==> src/rtl/pipe_hazard_ctrl.sv <==
// Pipeline hazard controller: load-use bubbles, branch flushes, data-memory wait freezes
// with a sticky timeout, plus saturating stall/flush event counters.
module pipe_hazard_ctrl (
  input  logic        clk_i,
  input  logic        rst_i,
  input  logic        IDEX_MemRead_i,
  input  logic [4:0]  IDEX_rd_i,
  input  logic [4:0]  IFID_rs1_i,
  input  logic [4:0]  IFID_rs2_i,
  input  logic        Branch_taken_i,
  input  logic        mem_req_i,
  input  logic        mem_ack_i,
  output logic        PCWrite_o,
  output logic        IFIDWrite_o,
  output logic        NoOp_o,
  output logic        IFIDFlush_o,
  output logic        Freeze_o,
  output logic [1:0]  state_o,
  output logic [31:0] stall_cnt_o,
  output logic [31:0] flush_cnt_o,
  output logic        mem_timeout_o
);

  typedef enum logic [1:0] {
    RUN     = 2'd0,
    LDSTALL = 2'd1,
    MEMWAIT = 2'd2,
    ERROR   = 2'd3
  } state_t;

  localparam logic [7:0]  TIMEOUT_LAST = 8'd254;
  localparam logic [31:0] CNT_MAX      = 32'hFFFF_FFFF;

  state_t      state_reg;
  state_t      state_next;
  logic [7:0]  wait_cnt_reg;
  logic [31:0] stall_cnt_reg;
  logic [31:0] flush_cnt_reg;
  logic        mem_timeout_reg;

  logic mem_busy;
  logic load_use;
  logic busy_wait;
  logic timeout_hit;

  assign mem_busy    = mem_req_i & ~mem_ack_i;
  assign load_use    = IDEX_MemRead_i & (IDEX_rd_i != 5'd0) &
                       ((IDEX_rd_i == IFID_rs1_i) | (IDEX_rd_i == IFID_rs2_i));
  assign busy_wait   = (state_reg == MEMWAIT) & mem_busy;
  // wait_cnt lags the busy run by one cycle, so 254 marks the 256th busy cycle
  assign timeout_hit = busy_wait & (wait_cnt_reg == TIMEOUT_LAST);

  always_comb begin
    PCWrite_o   = 1'b1;
    IFIDWrite_o = 1'b1;
    NoOp_o      = 1'b0;
    IFIDFlush_o = 1'b0;
    Freeze_o    = 1'b0;
    if (state_reg == ERROR || mem_busy) begin
      PCWrite_o   = 1'b0;
      IFIDWrite_o = 1'b0;
      Freeze_o    = 1'b1;
    end else if (load_use) begin
      // a coincident branch is dropped here and re-resolved after the bubble
      PCWrite_o   = 1'b0;
      IFIDWrite_o = 1'b0;
      NoOp_o      = 1'b1;
    end else if (Branch_taken_i) begin
      IFIDFlush_o = 1'b1;
    end
  end

  always_comb begin
    state_next = RUN;
    if (state_reg == ERROR || timeout_hit) begin
      state_next = ERROR;
    end else if (mem_busy) begin
      state_next = MEMWAIT;
    end else if (load_use) begin
      state_next = LDSTALL;
    end
  end

  always_ff @(posedge clk_i or posedge rst_i) begin
    if (rst_i) begin
      state_reg       <= RUN;
      wait_cnt_reg    <= 8'd0;
      stall_cnt_reg   <= 32'd0;
      flush_cnt_reg   <= 32'd0;
      mem_timeout_reg <= 1'b0;
    end else begin
      state_reg    <= state_next;
      wait_cnt_reg <= busy_wait ? wait_cnt_reg + 8'd1 : 8'd0;
      if (timeout_hit) begin
        mem_timeout_reg <= 1'b1;
      end
      if (!PCWrite_o && stall_cnt_reg != CNT_MAX) begin
        stall_cnt_reg <= stall_cnt_reg + 32'd1;
      end
      if (IFIDFlush_o && flush_cnt_reg != CNT_MAX) begin
        flush_cnt_reg <= flush_cnt_reg + 32'd1;
      end
    end
  end

  assign state_o       = state_reg;
  assign stall_cnt_o   = stall_cnt_reg;
  assign flush_cnt_o   = flush_cnt_reg;
  assign mem_timeout_o = mem_timeout_reg;

endmodule

==> config.mk <==
export PLATFORM = sky130hd
export DESIGN_NAME = pipe_hazard_ctrl
export DESIGN_NICKNAME = d
export VERILOG_FILES = /design/src/rtl/pipe_hazard_ctrl.sv
export SDC_FILE = /design/constraint.sdc
export NUM_CORES = 1
export LEC_CHECK = 0
export CAP_MARGIN = 0
export CELL_PAD_IN_SITES_DETAIL_PLACEMENT = 1
export CELL_PAD_IN_SITES_GLOBAL_PLACEMENT = 2
export CORE_ASPECT_RATIO = 0.7
export CORE_MARGIN = 2
export CORE_UTILIZATION = 30
export DETAILED_ROUTE_END_ITERATION = 16
export PLACE_DENSITY_LB_ADDON = 0.1
export SLEW_MARGIN = 20
export SYNTH_ARGS = -nofsm -noshare
export SYNTH_HDL_FRONTEND = slang
export SYNTH_SLANG_ARGS = --single-unit
export TNS_END_PERCENT = 1
==> constraint.sdc <==
create_clock -name clk_i -period 2.9 [get_ports clk_i]
set_clock_uncertainty 0.05 [all_clocks]
set_input_delay 0.58 -clock clk_i [delete_from_list [all_inputs] [get_ports clk_i]]
set_output_delay 0.58 -clock clk_i [all_outputs]
set_load 0.01 [all_outputs]
==> results of run 1 <==
-- path summary, 6_finish.rpt --
kind / slack (ns) / cells past startpoint / start / end
max in group asynchronous: 1.73 / 3 / rst_i / stall_cnt_o[7]$_DFFE_PP0P_
worst max-delay path: 0.13 / 5 / mem_req_i / Freeze_o
worst min register to register: 0.41 / 1 / mem_timeout_o$_DFFE_PP0P_ / mem_timeout_o$_DFFE_PP0P_
worst min-delay path: 0.41 / 1 / mem_timeout_o$_DFFE_PP0P_ / mem_timeout_o$_DFFE_PP0P_
min in group asynchronous: 0.63 / 3 / rst_i / wait_cnt_reg[3]$_DFF_PP0_
worst max register to register: 0.49 / 9 / stall_cnt_o[0]$_DFFE_PP0P_ / stall_cnt_o[22]$_DFFE_PP0P_
-- worst max-delay path, cell delays in order --
cell	delay [ns]
clkdlybuf4s50_1	0.46
or2b_2	0.30
nand2_1	0.14
buf_4	0.14
clkdlybuf4s50_1	0.53
-- routing by layer --
layer	GRT usage [%]	vias to the layer above	share of wire, %
met4	4.69	0	1.1
li1	-	1449	-
met3	4.42	9	3.5
met1	22.2	1527	50
met2	25.1	46	45
met5	0	-	0
-- logic make-up (layout without fill, tap and decap cells) --
group                      count (synthesis)  in the layout  share of synthesized area [%]
xor gates and xnor gates                  75             75                           18.0
AOI/OAI and AO/OA                         12             12                           2.71
muxes                                      2              2                          0.617
adders and majority gates                  4              4                           1.37
buffers and inverters                     15            142                           1.78
DFF                                       75             75                           51.4
and+or+nand+nor                          165            165                           24.1
-- layout by cell type (no fill, tap or decap), drive strengths merged, types with 2 or more instances in the layout --
cell,netlist,layout
clkdlybuf4s50,0,83
dfrtp,75,75
xnor2,61,61
nand2,36,36
nand3,33,33
buf,3,28
nand4,23,23
nor2,18,18
and3,15,15
xor2,14,14
clkbuf,5,11
nor3,10,10
inv,7,7
and4,5,5
or3,5,5
dlymetal6s2s,0,5
and2,5,5
a21oi,5,5
nor4,4,4
ha,4,4
clkinv,0,3
o21ai,3,3
or2,2,2
mux2,2,2
dlygate4sd2,0,2
-- cells in the mapped netlist (2+ instances only) --
cell type,n,share of area [%]
a21oi_1,4,0.55
and2_1,3,0.51
and2_2,2,0.41
and3_1,13,2.2
and3_2,2,0.41
and4_1,5,1.2
buf_4,2,0.41
clkbuf_1,5,0.51
dfrtp_1,75,51
ha_1,4,1.4
inv_1,7,0.72
mux2_2,2,0.62
nand2_1,36,3.7
nand3_1,33,4.5
nand4_1,23,3.9
nor2_1,18,1.9
nor3_1,10,1.4
nor4_1,4,0.69
o21ai_0,2,0.27
or2_2,2,0.34
or3_1,5,0.86
xnor2_1,61,15
xor2_1,14,3.4
-- where the power goes --
part / switching [mW] / total, mW / internal [mW] / leakage [nW]
clock: 0.433 / 1.12 / 0.685 / 0.145
sequential: 0.124 / 1.26 / 1.13 / 1.01
combinational: 0.224 / 0.530 / 0.306 / 1.12
-- timing repair --
action                     in CTS  in global routing
hold buffers                    0                  0
setup endpoints to repair       4                 22
resized for setup               9                 16
buffers inserted                4                  0
pin swaps                       3                  6
-- stage by stage --
stage                     setup WS (ns)  utilization (%)
final                             0.128             45.1
after global routing             0.0560             45.1
after CTS                        -0.194             44.7
after detailed placement         -0.530             41.9
after global placement           -0.516             41.9
after floorplan                   0.360                -
-- area by class of cell --
type | count | area [sq um]
clock buffers | 11 | 243
clock inverters | 5 | 52.6
fillers | 1294 | 6460
inverters | 7 | 26.3
multi-input cells | 258 | 1750
flip-flops and latches | 75 | 1880
well taps | 157 | 196
repair buffers | 119 | 1160
==> results.json, run 1 <==
{
  "hp-class": "reg2reg",
  "cts_made_buffers": 9,
  "synth-seq-cells": 75,
  "async_flop_share_pct": 100,
  "clockBufferDepth": 2,
  "crit_required_ns": 2.27,
  "gp_congestion": 0.733,
  "drt_iter0_markers": 122,
  "synth_nets": 373,
  "via_count": 3031,
  "fmax_ghz": 0.361,
  "hold_viol": 0,
  "die_x_um": 136,
  "dp_cells": 612,
  "avgRoutedWirePerCell_um": 15.4,
  "antenna_found_initial": 0,
  "fin_cells": 632,
  "fp.dieH_um": 96.3,
  "ios": 93,
  "synth-seq-area-share_pct": 51.4,
  "root_buffer": "clkbuf_16",
  "cap_viol_max_count": 0,
  "rsz0062_at_grt": "no",
  "power_density_nw_per_um2": 547,
  "routed_wl_mm": 9.73,
  "rows": 33,
  "end_kind": "output port",
  "ctsHtreeMaxLevel": 3,
  "tns_ns": 0,
  "leakage_nw": 2.28,
  "ant_nets": 0,
  "worstSetupStartpointType": "input pin",
  "crit_type": "in2out",
  "clkTransAtPathRegs_ns": 0.06,
  "diodes": 0,
  "period_needed_ns": 2.77,
  "io_buffers": 92,
  "design.die.area_sq_um": 13100,
  "total_power_mw": 2.90,
  "drt_first_pass_iters": 4,
  "cts_tree": "done",
  "design_area_sq_um": 5310,
  "irDropWorstVdd_v": 0.000336,
  "yosysWarnings": 0,
  "grt_usage_pct": 16.2,
  "worst_slew_pin_slew_ns": 0.645,
  "finalSetupViolCount": 0,
  "design.core.area_sq_um": 11800,
  "synth_area_per_cell_sq_um": 10.5,
  "syn_area_sq_um": 3650,
  "holdWs_ns": 0.414,
  "clk_latency_ns": 0.33,
  "syn_inst": 348,
  "grt_pass1_wl_mm": 16.4,
  "initial_core_util_pct": 31.0,
  "final_max_slew_viol_count": 0,
  "place_area_sq_um": 4930,
  "synth_edf_count": 0,
  "place_hpwl_mm": 7.05,
  "synth_flop_cell": "dfrtp_1",
  "area_growth_pct": 45.5,
  "path_max_fanout": 2,
  "overflow": 0,
  "grt_pass1_vias": 3174,
  "drcViolationCount": 0,
  "slew_headroom_pct": 56.6,
  "fin_crit_sh_pct": 95.6,
  "final_layout_size_suffix_gt1_share_pct": 13.9,
  "nets": 495,
  "via_per_inst": 4.80,
  "clock_sinks": 75,
  "yosysUniqueCellTypes": 39,
  "outcome": "finished, final reports clean",
  "grt_max_degree": 43,
  "critical_path_arrival_ns": 2.14
}
Note: power is estimated with default switching activity, not from simulation.
==> run 2, diff against run 1 <==
--- a/config.mk
+++ b/config.mk
@@ -12,8 +12,9 @@
 export CORE_MARGIN = 2
 export CORE_UTILIZATION = 30
 export DETAILED_ROUTE_END_ITERATION = 16
+export GPL_ROUTABILITY_DRIVEN = 0
 export PLACE_DENSITY_LB_ADDON = 0.1
-export SLEW_MARGIN = 20
+export SETUP_SLACK_MARGIN = 0.2
 export SYNTH_ARGS = -nofsm -noshare
 export SYNTH_HDL_FRONTEND = slang
 export SYNTH_SLANG_ARGS = --single-unit
==> run 2 against run 1 <==
Core utilization is 0.064 points lower. Maximum frequency increased by 0.46%. Critical path depth increased by 3. Via count is 0.86% higher. Worst setup slack gained 0.013 ns. Sequential power barely moved. Worst hold slack is essentially flat. Clock power about the same. Global-route usage about the same. Wire length grew 0.16%. Total power hardly changed.
==> results.json, run 2 (same netlist as run 1, synthesis figures left out) <==
{
  "cp_cell_sequence": "clkdlybuf4s15_1 -> or4_4 -> o21ai_2 -> inv_2 -> a21oi_4 -> buf_6 -> and2_4 -> buf_6",
  "place_area_sq_um": 4930,
  "worst_slack_ns": 0.140,
  "io_buffers": 92,
  "via_per_inst": 4.83,
  "routed_wl_mm": 9.74,
  "antenna_found_initial": 0,
  "clk_latency_ns": 0.33,
  "layout_common_cells": "82 x clkdlybuf4s50_1, 75 x dfrtp_1, 61 x xnor2_1, 35 x nand2_1, 33 x nand3_1",
  "ios": 93,
  "slowest_stage": "or4_4",
  "nets": 496,
  "ctsHtreeMaxLevel": 3,
  "ant_nets": 0,
  "r2r-end": "stall_cnt_o[28]$_DFFE_PP0P_",
  "overflow": 0,
  "r2r-start": "stall_cnt_o[0]$_DFFE_PP0P_",
  "design.core.area_sq_um": 11800,
  "area_growth_pct": 45.3,
  "root_buffer": "clkbuf_16",
  "final_common_cell": "clkdlybuf4s50_1",
  "worst_slew_pin_slew_ns": 0.633,
  "via_count": 3057,
  "crit_type": "in2out",
  "cts_made_buffers": 9,
  "critical_path_arrival_ns": 2.13,
  "multi_input_area_sq_um": 1750,
  "fmax_ghz": 0.362,
  "ff_latch_area_sq_um": 1880,
  "hp-class": "reg2reg",
  "rsz0062_at_grt": "yes",
  "slowest_delay_ns": 0.54,
  "cts_tree": "done",
  "crit_end": "IFIDFlush_o",
  "drcViolationCount": 0,
  "clkTransAtPathRegs_ns": 0.06,
  "clock_sinks": 75,
  "worstSetupStartpointType": "input pin",
  "power_density_nw_per_um2": 548,
  "crit_path_start": "IDEX_rd_i[3]",
  "final_max_slew_viol_count": 0,
  "cap_viol_max_count": 0,
  "crit_required_ns": 2.27,
  "grt_pass1_wl_mm": 16.4,
  "drt_first_pass_iters": 4,
  "leakage_nw": 2.24,
  "total_power_mw": 2.91,
  "hold_viol": 0,
  "avgRoutedWirePerCell_um": 15.4,
  "pre_cts_slack_ns": -0.530,
  "clockBufferDepth": 2,
  "initial_core_util_pct": 31.0,
  "crit_top_cell": "buf_6",
  "place_hpwl_mm": 7.05,
  "rr_worst_depth": 8,
  "design.die.area_sq_um": 13100,
  "period_needed_ns": 2.76,
  "rows": 33,
  "design_area_sq_um": 5300,
  "fp.dieH_um": 96.3,
  "outcome": "finished, final reports clean",
  "slew_headroom_pct": 57.4,
  "rrSetupSlack_ns": 0.51,
  "irDropWorstVdd_v": 0.000336,
  "path_max_fanout": 3,
  "finalSetupViolCount": 0,
  "grt_pass1_vias": 3188,
  "end_kind": "output port",
  "holdWs_ns": 0.414,
  "grt_max_degree": 43,
  "diodes": 0,
  "die_x_um": 136,
  "grt_usage_pct": 16.2,
  "drt_iter0_markers": 111,
  "fin_crit_sh_pct": 95.2,
  "final_layout_size_suffix_gt1_share_pct": 14.1,
  "fillers": 1307
}
[run 2: cell count changes in the layout (fill, tap and decap cells not counted), moves of 2 or more]
cell,change
dlymetal6s2s_1,-5
buf_6,+3
clkdlybuf4s15_1,+3
buf_4,-2
xnor2_1,+2
xnor2_2,-2
[run 2: critical path, delay by kind of cell]
kind                   cells  cell delay, ns
and+or+nand+nor            2            0.68
buffers and inverters      4            0.49
AOI/OAI and AO/OA          2            0.38
[run 2: stage by stage]
step / std cells / TNS, ns / utilization, %
final: 633 / 0 / 45.1
after global routing: 633 / 0 / 45.1
after floorplan: 348 / 0 / -
after detailed placement: 612 / -9.21 / 41.9
after CTS: 633 / 0 / 45.0
after global placement: 612 / -7.09 / 41.9
[run 2: final cells by class]
cell class	instances	share of cell area [%]
multi-input cells	258	32.9
clock buffers	11	4.58
clock inverters	5	0.991
repair buffers	120	21.9
well taps	157	3.70
inverters	7	0.496
flip-flops and latches	75	35.4
[run 2: repair_timing]
action | 4_1_cts | 5_1_grt
pin swaps | 4 | 3
buffers inserted | 5 | 0
hold buffers | 0 | 0
setup endpoints to repair | 28 | 21
hold endpoints to repair | 0 | 0
resized for setup | 30 | 5
[run 2: how the worst min path moves through the flow]
| stage | slack [ns] | cells after the start | end | startpoint |
|---|---|---|---|---|
| 3_3_place_gp | 0.40 | 1 | mem_timeout_o$_DFFE_PP0P_ | mem_timeout_o$_DFFE_PP0P_ |
| 5_1_grt | 0.44 | 1 | mem_timeout_o$_DFFE_PP0P_ | mem_timeout_o$_DFFE_PP0P_ |
| 6_report | 0.41 | 1 | mem_timeout_o$_DFFE_PP0P_ | mem_timeout_o$_DFFE_PP0P_ |
| 4_1_cts | 0.42 | 1 | mem_timeout_o$_DFFE_PP0P_ | mem_timeout_o$_DFFE_PP0P_ |
| 2_1_floorplan | 0.40 | 1 | wait_cnt_reg[0]$_DFF_PP0_ | wait_cnt_reg[0]$_DFF_PP0_ |
| 3_5_place_dp | 0.41 | 1 | mem_timeout_o$_DFFE_PP0P_ | mem_timeout_o$_DFFE_PP0P_ |
[run 2: power breakdown]
part	switching, mW	internal (mW)	leakage, nW	total (mW)
Sequential	0.124	1.13	1.01	1.26
Combinational	0.225	0.307	1.08	0.532
Clock	0.433	0.685	0.145	1.12
Total	0.781	2.12	2.24	2.91
[run 2: layer usage]
| metal | wire length (um) | global-route usage [%] | vias up |
|---|---|---|---|
| met5 | 0 | 0 | - |
| met4 | 133 | 5.12 | 0 |
| met3 | 362 | 4.48 | 11 |
| met2 | 4410 | 24.9 | 51 |
| met1 | 4830 | 22.1 | 1545 |
| li1 | - | - | 1450 |
